===== src/rtl/datapath_pkg.sv =====
// Shared datapath types: memory-responder FSM states, request source and
// the latched request record used by dp_mem_responder.
package datapath_pkg;

  localparam int MEM_ADDR_W  = 32;
  localparam int MEM_DATA_W  = 32;
  localparam int MEM_WADDR_W = MEM_ADDR_W - 2;

  typedef enum logic [2:0] {
    S_IDLE,
    S_IREQ,
    S_DREQ,
    S_RESP,
    S_HALTED
  } mem_resp_state_t;

  typedef enum logic {
    SRC_I,
    SRC_D
  } mem_src_t;

  typedef struct packed {
    logic [MEM_WADDR_W-1:0] addr;
    logic [MEM_DATA_W-1:0]  wdata;
    logic                   wen;
    mem_src_t               src;
  } mem_req_t;

endpackage


===== src/rtl/dp_mem_responder.sv =====
// Arbitrates datapath instruction/data requests onto a single-port word RAM,
// returning registered one-cycle hits and quiescing into HALTED on halt.
module dp_mem_responder
  import datapath_pkg::*;
#(
  parameter int ADDR_W = 32,
  parameter int DATA_W = 32
) (
  input  logic              CLK,
  input  logic              rst,
  input  logic              imemREN,
  input  logic [ADDR_W-1:0] imemaddr,
  output logic              ihit,
  output logic [DATA_W-1:0] imemload,
  input  logic              dmemREN,
  input  logic              dmemWEN,
  input  logic [ADDR_W-1:0] dmemaddr,
  input  logic [DATA_W-1:0] dmemstore,
  output logic              dhit,
  output logic [DATA_W-1:0] dmemload,
  input  logic              halt,
  output logic              flushed,
  output logic              ram_req,
  output logic              ram_wen,
  output logic [ADDR_W-3:0] ram_addr,
  output logic [DATA_W-1:0] ram_wdata,
  input  logic [DATA_W-1:0] ram_rdata,
  input  logic              ram_ack
);

  mem_resp_state_t   state_q;
  mem_req_t          req_q;
  mem_req_t          dreq_d;
  mem_req_t          ireq_d;
  logic              ihit_q;
  logic              dhit_q;
  logic              flushed_q;
  logic [DATA_W-1:0] imemload_q;
  logic [DATA_W-1:0] dmemload_q;

  // Byte offsets never reach the word-addressed RAM.
  logic unused_byte_offsets;
  assign unused_byte_offsets = ^{imemaddr[1:0], dmemaddr[1:0]};

  always_comb begin
    // NOTE: assign a full default first so no path through this block leaves
    // a field unassigned, which would otherwise infer a latch.
    dreq_d       = '0;
    dreq_d.addr  = MEM_WADDR_W'(dmemaddr[ADDR_W-1:2]);
    dreq_d.wdata = MEM_DATA_W'(dmemstore);
    dreq_d.wen   = dmemWEN;
    dreq_d.src   = SRC_D;

    ireq_d       = '0;
    ireq_d.addr  = MEM_WADDR_W'(imemaddr[ADDR_W-1:2]);
    ireq_d.src   = SRC_I;
  end

  // NOTE: every register here uses non-blocking assignment so all state
  // updates see the pre-edge values, independent of statement order.
  always_ff @(posedge CLK or posedge rst) begin
    if (rst) begin
      state_q    <= S_IDLE;
      req_q      <= '0;
      ihit_q     <= 1'b0;
      dhit_q     <= 1'b0;
      flushed_q  <= 1'b0;
      imemload_q <= '0;
      dmemload_q <= '0;
    end else begin
      ihit_q <= 1'b0;
      dhit_q <= 1'b0;
      case (state_q)
        S_IDLE: begin
          if (halt) begin
            state_q   <= S_HALTED;
            flushed_q <= 1'b1;
          end else if (dmemREN || dmemWEN) begin
            req_q   <= dreq_d;
            state_q <= S_DREQ;
          end else if (imemREN) begin
            req_q   <= ireq_d;
            state_q <= S_IREQ;
          end
        end
        S_IREQ, S_DREQ: begin
          if (ram_ack) begin
            if (req_q.src == SRC_I) begin
              imemload_q <= ram_rdata;
              ihit_q     <= 1'b1;
            end else begin
              if (!req_q.wen) dmemload_q <= ram_rdata;
              dhit_q <= 1'b1;
            end
            state_q <= S_RESP;
          end
        end
        // Inputs are deliberately ignored here so a held REN is not re-served.
        S_RESP: begin
          state_q   <= halt ? S_HALTED : S_IDLE;
          flushed_q <= halt;
        end
        S_HALTED: flushed_q <= 1'b1;
        default:  state_q   <= S_IDLE;
      endcase
    end
  end

  assign ram_req   = (state_q == S_IREQ) || (state_q == S_DREQ);
  assign ram_wen   = (state_q == S_DREQ) && req_q.wen;
  assign ram_addr  = req_q.addr[ADDR_W-3:0];
  assign ram_wdata = req_q.wdata[DATA_W-1:0];

  assign ihit     = ihit_q;
  assign dhit     = dhit_q;
  assign imemload = imemload_q;
  assign dmemload = dmemload_q;
  assign flushed  = flushed_q;

endmodule


===== config.mk =====
export PLATFORM = sky130hd
export DESIGN_NAME = dp_mem_responder
export DESIGN_NICKNAME = d
export VERILOG_FILES = /design/src/rtl/datapath_pkg.sv /design/src/rtl/dp_mem_responder.sv
export SDC_FILE = /design/constraint.sdc
export NUM_CORES = 1
export LEC_CHECK = 0
export ABC_AREA = 1
export CAP_MARGIN = 20
export CORE_MARGIN = 2
export CORE_UTILIZATION = 46
export DETAILED_ROUTE_END_ITERATION = 10
export GPL_ROUTABILITY_DRIVEN = 0
export PLACE_DENSITY = 0.95
export SLEW_MARGIN = 20
export SYNTH_ARGS = -nofsm -noshare
export SYNTH_HDL_FRONTEND = slang
export SYNTH_SLANG_ARGS = --single-unit

===== constraint.sdc =====
create_clock -name CLK -period 6.5 [get_ports CLK]
set_clock_uncertainty 0.05 [all_clocks]
set_input_delay 0.65 -clock CLK [delete_from_list [all_inputs] [get_ports CLK]]
set_output_delay 0.65 -clock CLK [all_outputs]
set_load 0.005 [all_outputs]

==> results.yml <==
run_status:
  status: "finished, final reports clean"
worst_setup_path:
  endpoint_kind: "register"
  reg2reg_depth: 5
  r2r_end: "ram_addr[15]$_DFFE_PP0P_"
  arrival_ns: 3.18
  start_kind: "input pin"
  critical_path.max_fanout: 63
  worstPathRequired_ns: 6.79
  worst-r2r-setup-slack_ns: 3.82
  rr_startpoint: "state_q[0]$_DFFE_PP0P_"
  critPathKind: "in -> reg"
die:
  io_pins: 266
  fp.dieH_um: 119.8
  num_rows: 42
  die_area_mm2: 0.01435
  core-area_mm2: 0.01319
  fp.dieW_um: 119.8
  start_util_pct: 46.77
layout:
  regArea_mm2: 0.003353
  syn_to_final_growth_pct: 45.42
  fill_cells: 983
  multi_input_area_mm2: 0.001847
  insertedDiodeCount: 0
  drive_above_1_share_pct: 10.97
  nets: 979
yosys:
  synth_edf_count: 0
  synth.avg_cell_area_um2: 9.346
  synth_common_cells: "134 x dfrtp_1, 104 x nand2_1, 74 x inv_1"
  synth-warning-count: 0
  syn-num-nets: 795
  ys_types: 25
  synthCells: 660
  netlist.area_leader.share_pct: 54.36
  yosys-top-cells-area: "dfrtp_1 54%, buf_4 8.0%, nand2_1 6.3%"
  ys_ff_latch: 134
  async_flop_share_pct: 100.0
  ys.flop_type: "dfrtp_1"
  seq_area_frac_synth_pct: 54.36
  syn_area_mm2: 0.006168
  synth_largest_area_cell: "dfrtp_1"
  synth.most_common_cell: "dfrtp_1"
clocking:
  cts_setup_buffers: 0
  cts_sinks: 134
  cts_tree: "yes"
  h-tree-depth: 4
  clkTransAtPathRegs_ns: 0.06
  hold_buffers: 0
  clockBufferDepth: 2
  root_buffer: "clkbuf_16"
  cts_buffers: 17
  post_cts_resized: 0
  clkLatencyLatePin_ns: 0.41
power_and_ir_drop:
  p_leak_nw: 4.158
  p_int_mw: 2.735
  comb_power_share_pct: 39.8
  sw_frac_of_total_pct: 31.55
  p_sw_mw: 1.261
  pwr-share-clk_pct: 24.7
  pwr-share-seq_pct: 35.5
  p_per_area_mw_per_mm2: 445.4
  peakVddDrop_uv: 208.1
timing:
  fin_ws_ns: 3.612
  finalHoldViolCount: 0
  rsz0062_at_grt: "false"
  tightest_slew_ns: 0.9103
  finalCritPeriodShare_pct: 44.43
  finalSetupViolCount: 0
  fmax_mhz: 346.3
  slew_violations: 0
  finalCriticalPeriod_ns: 2.888
  timing.hold.ws_ns: 0.4299
  setup_tns_ns: 0
  maxSlewHeadroom_pct: 39.16
routing:
  vias_per_cell: 5.013
  drt_pre_antenna_iters: 5
  routed_wl_um: 16250
  drt_iter0_markers: 307
  vias: 5178
  drc: 0
  post_drt_wl_per_cell_um: 15.73
  postRouteAntennaNets: 0
placed_design:
  numPortBuffers: 261
  dp_hpwl_um: 11240
  dp_slack_ns: 3.153
grt:
  grt_overflow: 0
  grt_max_degree: 97
  grt_pass1_wl_um: 26160
  antenna_found_initial: 0
  grt_pass1_vias: 5333
  grt_usage_pct: 23.27
worst_hold_path:
  holdCritStartpoint: "imemload[26]$_DFFE_PP0P_"
  hold_path_end: "imemload[26]$_DFFE_PP0P_"
  hold_class: "reg -> reg"
  holdPathStages: 2
flow_run:
  drv_cap: 0
-- cells in the final DEF, fill, tap and decap left out, types with 2 or more instances in the layout --
cell type,instances
buf_4,3
nand3_4,3
o211ai_1,30
o21ai_0,45
nand2_2,2
o21ai_1,38
nor2_1,4
nand4_1,4
nand3_2,2
or2_2,30
clkinv_2,3
inv_1,73
nor2_2,3
o21ai_2,15
nand3_1,66
nand2_1,104
clkinv_4,3
bufinv_16,3
inv_2,2
dfrtp_1,134
clkbuf_16,17
clkdlybuf4s50_1,261
inv_6,5
-- routing by layer --
| metal | up-vias | track usage [%] | share of wire (%) |
|---|---|---|---|
| met3 | 46 | 7.034 | 7.2 |
| li1 | 2454 | - | - |
| met2 | 218 | 39.11 | 50 |
| met4 | 0 | 12.65 | 3.9 |
| met5 | - | 0 | 0 |
| met1 | 2460 | 26.56 | 39 |
-- cells by family after synthesis --
group	Yosys count	synth area share, %
and+or+nand+nor	220	17.20
buffers and inverters	176	15.74
DFF	134	54.36
AOI/OAI and AO/OA	130	12.70
-- power by group through the flow --
stage	Clock, mW	Combinational, mW	Sequential [mW]
floorplan	0	0.893	1.40
global placement	0	1.54	1.40
detailed placement	0	1.60	1.42
CTS	1.01	1.61	1.42
global route	1.05	1.74	1.46
finish	0.987	1.59	1.42
-- through the flow --
step	cell area (µm²)	cells	total power [mW]	util, %
5_1_grt	8970	1033	4.257	68.00
4_1_cts	8966	1033	4.036	67.98
3_3_place_gp	8353	1001	2.949	63.33
2_1_floorplan	6168	660	2.298	-
6_report	8970	1033	3.995	68.00
3_5_place_dp	8353	1001	3.024	63.33
-- flip-flops by register name, summed over array words and instances, names as in the netlist --
| register | flops |
|---|---|
| ram_addr | 30 |
| flushed | 1 |
| imemload | 32 |
| req_q | 2 |
| dmemload | 32 |
| ihit | 1 |
| state_q | 3 |
| dhit | 1 |
| ram_wdata | 32 |
-- worst max path at each step --
stage / startpoint / end / slack [ns] / depth (start not counted)
after floorplan: rst / dhit$_DFF_PP0_ / 2.22 / 1
after CTS: halt / ram_addr[15]$_DFFE_PP0P_ / 3.59 / 6
final: halt / ram_addr[15]$_DFFE_PP0P_ / 3.61 / 6
after detailed placement: halt / ram_addr[15]$_DFFE_PP0P_ / 3.15 / 6
after global routing: halt / ram_addr[11]$_DFFE_PP0P_ / 3.38 / 6
after global placement: halt / ram_addr[10]$_DFFE_PP0P_ / 3.18 / 6
-- critical path, cell delays in order --
cell             delay, ns
clkdlybuf4s50_1       0.46
nor2_2                0.30
nand3_4               0.63
nand2_2               0.82
o211ai_1              0.19
nand2_1               0.10
-- final cells by class --
type	count	share of cell area [%]
sequential	134	37.38
timing repair buffer	265	29.50
multi-input combinational	350	20.59
clock buffer	18	4.896
inverter	76	3.236
tap	176	2.455
clock inverter	14	1.939
Note: power is estimated with default switching activity, not from simulation.
